File: config.mk
export PLATFORM = sky130hd
export DESIGN_NAME = frame_capture_bram0
export DESIGN_NICKNAME = d
export VERILOG_FILES = /design/src/rtl/frame_capture_bram0.sv
export SDC_FILE = /design/constraint.sdc
export NUM_CORES = 1
export LEC_CHECK = 0
export ABC_AREA = 0
export CAP_MARGIN = 20
export CORE_MARGIN = 2
export CORE_UTILIZATION = 35
export CTS_BUF_LIST = sky130_fd_sc_hd__clkbuf_2 sky130_fd_sc_hd__clkbuf_4 sky130_fd_sc_hd__clkbuf_8
export CTS_CLUSTER_DIAMETER = 30
export DETAILED_ROUTE_END_ITERATION = 10
export PLACE_DENSITY_LB_ADDON = 0.05
export SETUP_SLACK_MARGIN = 0.02
export SLEW_MARGIN = 20
export SYNTH_ARGS = -nofsm -noshare
export SYNTH_HDL_FRONTEND = slang
export SYNTH_SLANG_ARGS = --single-unit
File: constraint.sdc
create_clock -name clk -period 4.25 [get_ports clk]
set_clock_uncertainty 0.05 [all_clocks]
set_input_delay 0.85 -clock clk [delete_from_list [all_inputs] [get_ports clk]]
set_output_delay 0.85 -clock clk [all_outputs]
set_load 0.01 [all_outputs]
File: src/rtl/frame_capture_bram0.sv
// Captures one raster-order pixel frame into BRAM0 port 0 and holds it until the Sobel FSM releases it.
// Writes appear one cycle after the accepted beat; s_ready is low outside WAIT_SOF/CAPTURE.
module frame_capture_bram0 #(
  parameter int DATA_WIDTH = 8,
  parameter int ADDR_WIDTH = 16,
  parameter int IMAGE_W    = 279,
  parameter int IMAGE_H    = 210
) (
  input  logic                  clk,
  input  logic                  rst_n,
  input  logic                  i_start,
  input  logic                  i_release,
  input  logic                  s_valid,
  output logic                  s_ready,
  input  logic [DATA_WIDTH-1:0] s_data,
  input  logic                  s_sof,
  input  logic                  s_eol,
  output logic                  b0_ce0,
  output logic                  b0_we0,
  output logic [ADDR_WIDTH-1:0] b0_addr0,
  output logic [DATA_WIDTH-1:0] b0_d0,
  output logic                  o_complete,
  output logic [ADDR_WIDTH-1:0] o_num_cnt,
  output logic                  o_busy,
  output logic                  o_err
);

  localparam logic [ADDR_WIDTH-1:0] LP_LAST_COL = ADDR_WIDTH'(IMAGE_W - 1);
  localparam logic [ADDR_WIDTH-1:0] LP_LAST_ROW = ADDR_WIDTH'(IMAGE_H - 1);
  localparam logic [ADDR_WIDTH-1:0] LP_NPIX     = ADDR_WIDTH'(IMAGE_W * IMAGE_H);
  localparam logic [ADDR_WIDTH-1:0] LP_ONE      = ADDR_WIDTH'(1);

  typedef enum logic [2:0] {
    S_IDLE     = 3'd0,
    S_WAIT_SOF = 3'd1,
    S_CAPTURE  = 3'd2,
    S_DONE     = 3'd3,
    S_HOLD     = 3'd4,
    S_ERR      = 3'd5
  } state_t;

  state_t                r_state;
  logic                  r_ready;
  logic                  r_busy;
  logic                  r_err;
  logic                  r_we;
  logic                  r_complete;
  logic [ADDR_WIDTH-1:0] r_addr;
  logic [ADDR_WIDTH-1:0] r_col;
  logic [ADDR_WIDTH-1:0] r_row;
  logic [ADDR_WIDTH-1:0] r_baddr;
  logic [DATA_WIDTH-1:0] r_bdata;
  logic [ADDR_WIDTH-1:0] r_num_cnt;

  logic                  w_in_wait;
  logic                  w_in_cap;
  logic                  w_accept;
  logic                  w_take;
  logic [ADDR_WIDTH-1:0] w_col;
  logic [ADDR_WIDTH-1:0] w_row;
  logic [ADDR_WIDTH-1:0] w_addr;
  logic                  w_at_eol;
  logic                  w_frame_ok;
  logic                  w_last;
  logic                  w_wr;
  logic                  w_bad;
  logic                  w_arm;
  state_t                w_next;

  assign w_in_wait = (r_state == S_WAIT_SOF);
  assign w_in_cap  = (r_state == S_CAPTURE);
  assign w_accept  = s_valid && r_ready;

  // The SOF beat is position 0 of the frame; junk before it is dropped silently.
  assign w_take = w_accept && ((w_in_wait && s_sof) || (w_in_cap && !s_sof));
  assign w_col  = w_in_wait ? '0 : r_col;
  assign w_row  = w_in_wait ? '0 : r_row;
  assign w_addr = w_in_wait ? '0 : r_addr;

  assign w_at_eol   = (w_col == LP_LAST_COL);
  assign w_frame_ok = (s_eol == w_at_eol);
  assign w_last     = w_at_eol && (w_row == LP_LAST_ROW);
  assign w_wr       = w_take && w_frame_ok;
  assign w_bad      = w_accept && ((w_in_cap && s_sof) || (w_take && !w_frame_ok));
  assign w_arm      = i_start && ((r_state == S_IDLE) || (r_state == S_ERR));

  always_comb begin
    w_next = r_state;
    case (r_state)
      S_IDLE:     if (i_start) w_next = S_WAIT_SOF;
      S_WAIT_SOF: begin
        if (w_bad)     w_next = S_ERR;
        else if (w_wr) w_next = w_last ? S_DONE : S_CAPTURE;
      end
      S_CAPTURE: begin
        if (w_bad)               w_next = S_ERR;
        else if (w_wr && w_last) w_next = S_DONE;
      end
      S_DONE:     w_next = S_HOLD;
      S_HOLD:     if (i_release) w_next = S_IDLE;
      S_ERR:      if (i_start) w_next = S_WAIT_SOF;
      default:    w_next = S_IDLE;
    endcase
  end

  always_ff @(posedge clk or negedge rst_n) begin
    if (!rst_n) begin
      r_state    <= S_IDLE;
      r_ready    <= 1'b0;
      r_busy     <= 1'b0;
      r_err      <= 1'b0;
      r_we       <= 1'b0;
      r_complete <= 1'b0;
      r_addr     <= '0;
      r_col      <= '0;
      r_row      <= '0;
      r_baddr    <= '0;
      r_bdata    <= '0;
      r_num_cnt  <= '0;
    end else begin
      r_state    <= w_next;
      r_ready    <= (w_next == S_WAIT_SOF) || (w_next == S_CAPTURE);
      r_busy     <= (w_next != S_IDLE);
      r_we       <= w_wr;
      r_complete <= w_wr && w_last;
      if (w_wr) begin
        r_baddr <= w_addr;
        r_bdata <= s_data;
      end
      if (w_arm) begin
        r_err     <= 1'b0;
        r_addr    <= '0;
        r_col     <= '0;
        r_row     <= '0;
        r_num_cnt <= '0;
      end else if (w_wr) begin
        // The address stops at the final pixel so it never reaches IMAGE_W*IMAGE_H.
        if (!w_last) r_addr <= w_addr + LP_ONE;
        if (w_at_eol) begin
          r_col <= '0;
          r_row <= w_row + LP_ONE;
        end else begin
          r_col <= w_col + LP_ONE;
          r_row <= w_row;
        end
        if (w_last) r_num_cnt <= LP_NPIX;
      end
      if (w_bad) r_err <= 1'b1;
    end
  end

  assign s_ready    = r_ready;
  assign b0_ce0     = r_we;
  assign b0_we0     = r_we;
  assign b0_addr0   = r_baddr;
  assign b0_d0      = r_bdata;
  assign o_complete = r_complete;
  assign o_num_cnt  = r_num_cnt;
  assign o_busy     = r_busy;
  assign o_err      = r_err;

endmodule

# Yosys cells after proc, flatten, opt, wreduce, memory -nomap -nowiden
# Index checks and enable logic that the tools add are counted.
dict set report word_totals {
  reg_bits 96
  in_bits 15
  output_inout_bits 46
  elab_cells 76
}
dict set report classes {
  addsub 3
  eq_ne 11
  n_mux 25
  reduce_logical 25
}
# op n
set ops {}
lappend ops {{two-way mux 16 bit} 15}
lappend ops {{adder 16 x 1 -> 16 bit (second input constant)} 3}
lappend ops {{two-way mux 3 bit} 6}
lappend ops {{equality test 16 x 8 -> 1 bit (second input constant)} 1}
lappend ops {{equality test 16 x 9 -> 1 bit (second input constant)} 1}
lappend ops {{case mux 3 bit (5 select lines)} 1}
lappend ops {{logical AND 1 bit} 11}
lappend ops {{equality test 3 x 2 -> 1 bit (second input constant)} 3}
lappend ops {{equality test 3 x 1 -> 1 bit (second input constant)} 2}
lappend ops {{equality test 3 bit (second input constant)} 2}
lappend ops {{nonzero test 2 bit} 3}
lappend ops {{logical OR 1 bit} 4}
lappend ops {{AND reduction 2 bit} 2}
lappend ops {{zero test 3 bit} 1}
lappend ops {{two-way mux 1 bit} 3}
lappend ops {{nonzero test 3 bit} 1}
lappend ops {{zero test 1 bit} 2}
lappend ops {{!= test 2 x 1 -> 1 bit (second input constant)} 1}
lappend ops {{OR reduction 2 bit} 1}
lappend ops {{equality test 1 bit} 1}

# Logic depth before layout (Yosys ltp)
# Gate-level depths: netlist of run 1.
dict set report depth {
  word_depth 12
  mapped_depth 16
  ltp_nobuf 10
}

# Worst setup path after synthesis of run 1
# Ideal clock, no wire load.
dict set report synth_path {
  path_kind {register to register}
  startpoint {register r_state[1]}
  endpoint {register r_addr[0]}
  setup_ps 130
  t_arrival_ps 3249
  required_time_ps 4070
  path_slack_ps 821
  stages_incl_launch_ff 17
  path_buffers 7
  period_less_slack_ps 3429
  path_cell_list {dfrtp_1 > or3b_1 > buf_4 > buf_2 > clkbuf_1 > buf_1 > and2_1 > ha_1 > nor4b_1 > and4_1 > buf_4 > a21oi_4 > nor2_4 > buf_2 > buf_4 > o211ai_1 > o21ai_0}
}
dict set report synth_between {
  elab_chain_len 7
  elab_cells_between_ends 25
  cone_classes {add/sub (1); eq/ne (7); mux (6); reduce/logical (11)}
}
# element line
set synth_rtl {}
lappend synth_rtl {{start: declaration} 42} ;# state_t r_state;
lappend synth_rtl {{start signal: assignment} 121} ;# r_state <= w_next;
lappend synth_rtl {{parallel branches: the longest is 7 deep, another holds adder 16 x 1 -> 16 bit} --}
lappend synth_rtl {{end signal: assignment} 138} ;# if (!w_last) r_addr <= w_addr + LP_ONE;
lappend synth_rtl {{end: declaration} 48} ;# logic [ADDR_WIDTH-1:0] r_addr;
# Several ways; the timed one is not identified. The select of a mux whose other input is x is not followed.
# A chain may end at the register's enable or synchronous reset.

# Worst setup path after layout of run 1
dict set report layout_path {
  startpoint {register r_state[0]}
  endpoint {register r_addr[8]}
}
# Same word-level chain as after synthesis.

==> impl_results.md, run 1 <==
* Outcome: completed
* Hold path cells at 2
* Max-slew headroom at 0.376
* Arrival @ worst endpoint at 3.72 ns
* Reg2Reg Depth at 9
* Element type at the critical path end: flop
* Leakage power at 2.27 nW
* Initial Util at 0.361
* Post-cts gate resize count at 0
* Tot GR Track Use at 0.171
* VDD IR max at 0.288 mV
* Die width at 119 um
* Syn Area/Cell at 8.74 um2
* Cts hold-fix bufs at 0
* Crit. Startpoint: r_state[0]
* Setup TNS at 0 ns
* Post-synth top cells: 99 x nand2_1, 81 x dfrtp_1, 51 x o21ai_0, 32 x nand3_1, 27 x nor2_1
* R2R setup slack at 0.80 ns
* CTS Buf Count at 9
* Crit Path Max Fanout at 15
* Die height at 119 um
* Worst R2R Start: r_state[0]
* Clock Path Buffers at 2
* Sw Share at 0.374
* Share of cells above drive strength 1 at 0.0739
* HP Class: reg -> reg
* Pwr/cell area at 424 nW/um2
* Vias per cell at 5.34
* Hold EP: b0_addr0[9]
* Fin crit period at 3.45 ns
* Ports at 61
* Fmax achieved at 290 MHz
* Crit path kind: reg -> reg
* Largest net degree at the start of global routing at 82
* Synth area leader: dfrtp_1
* First-pass GRT wire length at 19500 um
* Synth top area cells: dfrtp_1 44%, nand2_1 8.1%, o21ai_0 5.6%
* Final #Nets at 583
* Syn Inst Count at 526
* WL/cell at 15.7 um
* DRC at 0
* PortBufs at 54
* Slew Limit Fails at 0
* ANT cells at 0
* Reg2Reg Capture Point: r_addr[8]
* Drt pass-1 iters at 4
* Max cap viols at 0
* Fin crit share at 0.812
* Synth warnings at 0
* # H-tree levels at 3
* Die area at 14100 um2
* Switching pwr at 853 uW
* Sink Count at 81
* RSZ-0062 raised after global routing: no
* GPL Wtd Cong at 0.771
* Register bit count reported by yosys at 81
* Hold path start: b0_addr0[9]
* Final wirelength at 11600 um
* Reg power frac at 0.413
* Number of flops mapped to enable cells by yosys at 0
* Top_reg_cell synth: dfrtp_1
* Row count at 41
* DR iter-0 viols at 192
* Clock share of power at 0.251
* Clock transition at path regs at 0.08 ns
* Share of the synthesized area in the top cell type at 0.441
* Worst Tran Pin Value at 0.935 ns
* Int Pwr at 1.42 mW
* Postcts setup bufs at 0
* Routed vias at 3949
* Fin. Hold Viols at 0
* Final HPWL DP at 7930 um
* Clock network latency to the later pin of the worst-skew pair at 0.38 ns
* Yosys cell types at 60
* Vias in the first global route at 3858
* Crit path required time at 4.51 ns
* Final setup violation count at 0
* Routed Antenna Nets at 0
* GR Overflow Total at 0
* Syn-to-layout area delta at 16.7%
* Root Buffer: clkbuf_8
* Core Util, Final at 0.422
* Cell Area, Synth at 4600 um2
* CTS tree: built
* Core Region at 12700 um2
* Top-count cell post-synth: nand2_1
* Initial antenna violation count at 0
* Worst Setup Start Kind: flop
* Seq/Total Area, Yosys at 0.441
* Async S/R FF share, synth at 1.00
* Comb power frac at 0.336
[cell usage in the layout (no fill, tap or decap), types with 4 or more instances in the layout]
cell / n
nand2_1: 99
dfrtp_1: 81
clkdlybuf4s50_1: 53
o21ai_0: 51
nand3_1: 32
nor2_1: 27
a21oi_1: 21
nand4_1: 15
a21o_1: 14
and3_1: 13
inv_1: 10
nor3_1: 10
clkbuf_8: 9
and2_1: 8
a22oi_1: 8
buf_4: 7
nor4_1: 6
o31ai_1: 6
or4_1: 6
conb_1: 6
ha_1: 5
o211ai_1: 4
nand3b_1: 4
a22o_1: 4
a211oi_1: 4
[worst max-delay path by stage]
stage	cells past startpoint	slack (ns)	end
3_5_place_dp	10	0.79	r_addr[1]
4_1_cts	10	0.78	r_addr[1]
3_3_place_gp	8	0.87	r_addr[1]
6_report	9	0.80	r_addr[8]
2_1_floorplan	16	0.82	r_addr[0]
5_1_grt	10	0.50	r_addr[6]
[critical path: stages, from the launching register on]
cell	delay, ns
dfrtp_1	0.60
or3b_1	0.45
nand2_1	0.11
ha_1	0.16
nor4b_1	0.31
and4_1	0.39
nand4_2	0.34
o21ai_2	0.66
a21o_1	0.20
a22o_1	0.12
[final cells by class]
cell class                 instances  area [um2]
inverter                          11        41.3
clock inverter                     7        70.1
timing repair buffer              61         594
clock buffer                       9         124
sequential                        81        2030
multi-input combinational        399        2290
fill                            1328        7360
tap                              172         215
[power by group through the flow]
stage	Clock, mW	Sequential, mW	Combinational [mW]
2_1_floorplan	0	0.949	0.491
3_3_place_gp	0	0.952	0.775
3_5_place_dp	0	0.957	0.774
4_1_cts	0.601	0.941	0.775
5_1_grt	0.636	0.957	0.846
6_report	0.572	0.941	0.764
[per-stage QoR]
step                      instance area [um2]  total power, mW  std cells  setup WS, ns  hold slack (ns)
after floorplan                          4620             1.44        531         0.821            0.414
after global placement                   5170             1.73        724         0.870            0.406
after detailed placement                 5170             1.73        724         0.795            0.412
after CTS                                5360             2.32        740         0.785            0.435
after global routing                     5370             2.44        740         0.495            0.461
final                                    5370             2.28        740         0.797            0.430
[state kept, by name, indices dropped and copies added (netlist names), 3 cells and up]
name,count
b0_d0,8
r_row,16
r_col,16
r_state,3
r_addr,16
b0_addr0,16
[per-layer routing]
metal	wire, um	up-vias	global-route usage
met5	0	-	0
met4	134	0	0.0558
met3	511	8	0.0487
met2	5540	84	0.273
met1	5430	1912	0.225
li1	-	1945	-
[logic make-up after synthesis]
| group | share of synthesized area |
|---|---|
| AOI/OAI and AO/OA | 0.185 |
| xor gates and xnor gates | 0.00953 |
| adders and majority gates | 0.0136 |
| buffers and inverters | 0.0640 |
| DFF | 0.441 |
| muxes | 0.00925 |
| other | 0.000816 |
| and+or+nand+nor | 0.277 |
No activity file was read; power rests on OpenSTA's default activity.
==> run 2: changes to the inputs <==
==> constraint.sdc (replaced) <==
create_clock -name clk -period 2.95 [get_ports clk]
set_clock_uncertainty 0.05 [all_clocks]
set_input_delay 0.59 -clock clk [delete_from_list [all_inputs] [get_ports clk]]
set_output_delay 0.59 -clock clk [all_outputs]
set_load 0.01 [all_outputs]
==> run 2 against run 1 <==
  * Sequential share of layout area is 2.2 points lower
  * Sequential cell count stayed put
  * Register-to-register slack worse by 0.63 ns
  * Count of clock-buffer cells in the layout is 2 higher
  * Non-clock buffer count is 31 higher
==> impl_results.md, run 2 (synthesized netlist as in run 1, its figures left out) <==
* Outcome: completed
* Clock network latency to the later pin of the worst-skew pair at 0.37 ns
* Final wirelength at 12000 um
* Arrival @ worst endpoint at 3.00 ns
* Root Buffer: clkbuf_8
* Sink Count at 81
* Core Region at 12700 um2
* Fin crit period at 2.78 ns
* Max-slew headroom at 0.590
* Tot GR Track Use at 0.180
* Hold Slack at 0.138 ns
* Worst R2R Start: r_state[2]
* Crit path required time at 3.17 ns
* # fillers at 1281
* Vias in the first global route at 3980
* Dpl cell area at 5410 um2
* Post-route cell area at 5700 um2
* Pwr/cell area at 603 nW/um2
* Syn-to-layout area delta at 24.0%
* Leading cell types in the layout, fill and taps excluded: 98 x nand2_1, 81 x dfrtp_1, 53 x clkdlybuf4s50_1, 48 x o21ai_0, 38 x buf_4
* # H-tree levels at 3
* Fin crit share at 0.942
* Share of cells above drive strength 1 at 0.135
* Post-route insts no fill at 772
* Routed Antenna Nets at 0
* Cts hold-fix bufs at 0
* Worst Tran Pin Value at 0.614 ns
* Worst Setup Start Kind: flop
* Crit Path Max Fanout at 14
* Final WS setup at 0.170 ns
* Reg2Reg Capture Point: r_col[7]
* Die width at 119 um
* WL/cell at 15.5 um
* Drt pass-1 iters at 4
* Element type at the critical path end: flop
* GPL Wtd Cong at 0.808
* Fmax achieved at 360 MHz
* Largest net degree at the start of global routing at 45
* DR iter-0 viols at 230
* R2R setup slack at 0.17 ns
* Die height at 119 um
* Reg2Reg Depth at 11
* Max cap viols at 0
* PortBufs at 54
* CTS tree: built
* Slew Limit Fails at 0
* Leakage power at 2.47 nW
* VDD IR max at 0.554 mV
* Switching pwr at 1.26 mW
* Die area at 14100 um2
* Clock Path Buffers at 2
* Int Pwr at 2.18 mW
* Final setup violation count at 0
* RSZ-0062 raised after global routing: yes
* First-pass GRT wire length at 20400 um
* Crit path kind: reg -> reg
* ANT cells at 0
* GR Overflow Total at 0
* Tot Pwr at 3.44 mW
* Ports at 61
* DRC at 0
* Initial Util at 0.361
* Vias per cell at 5.22
* Comb power frac at 0.364
* Final HPWL DP at 8270 um
* Routed vias at 4031
* Final #Nets at 615
* Clock transition at path regs at 0.09 ns
* Row count at 41
* Clock share of power at 0.256
* HP Class: in -> async
* Fin. Hold Viols at 0
* Sw Share at 0.367
* CTS Buf Count at 9
* Placed Cells at 749
* Initial antenna violation count at 0
* Dpl ws at -0.112 ns
* Reg power frac at 0.380
* Most common cell after layout, fill and taps aside: nand2_1
-- run 2: layout make-up --
cell class              instances  area (um2)  share of cell area
repair buffers                 92         836               0.147
clock buffers                  11         151              0.0266
flip-flops and latches         81        2030               0.356
well taps                     172         215              0.0378
clock inverters                 5        61.3              0.0108
inverters                      11        41.3             0.00724
multi-input cells             400        2370               0.415
-- run 2: metal layers --
layer | wire [um] | track usage | vias up
li1 | - | - | 2018
met1 | 5580 | 0.233 | 1920
met2 | 5790 | 0.297 | 80
met3 | 481 | 0.0473 | 13
met4 | 127 | 0.0469 | 0
met5 | 0 | 0 | -
-- run 2: worst max-delay path by stage --
stage	from	end	slack (ns)	depth (start not counted)
final	r_state[2]	r_col[7]	0.17	11
after global routing	r_state[2]	r_col[13]	0.001	11
after CTS	r_state[2]	r_row[15]	0.05	9
after detailed placement	s_sof	r_row[10]	-0.11	8
after global placement	s_sof	r_addr[9]	-0.04	9
after floorplan	r_state[1]	r_col[7]	-0.07	15
-- run 2: repair_timing --
| item | 4_1_cts | 5_1_grt |
|---|---|---|
| pin swaps | 1 | 3 |
| setup buffers | 0 | 6 |
| resized for setup | 1 | 3 |
| cloned | 1 | 0 |
| setup endpoints to repair | 16 | 49 |
| hold endpoints to repair | 0 | 0 |
-- run 2: worst max-delay path, cell delays in order (launching register included) --
cell and delay (ns):
dfrtp_1 0.37, or3b_1 0.44, nand2_1 0.16, ha_4 0.15, nor4b_4 0.18, nand4_1 0.24, nor3_4 0.33, buf_4 0.17
nor3_2 0.04, buf_4 0.20, a21o_1 0.16, a22o_1 0.19
-- run 2: stage by stage --
stage,setup TNS [ns],util
after floorplan,-0.366,-
after global routing,0,0.448
final,0,0.448
after detailed placement,-0.795,0.425
after global placement,-0.166,0.425
after CTS,0,0.443
-- run 2: power groups by stage --
stage | combinational (mW) | sequential [mW] | clock (mW)
global placement | 1.25 | 1.33 | 0
floorplan | 0.796 | 1.37 | 0
CTS | 1.26 | 1.31 | 0.928
detailed placement | 1.25 | 1.33 | 0
global route | 1.38 | 1.33 | 0.967
finish | 1.25 | 1.31 | 0.879
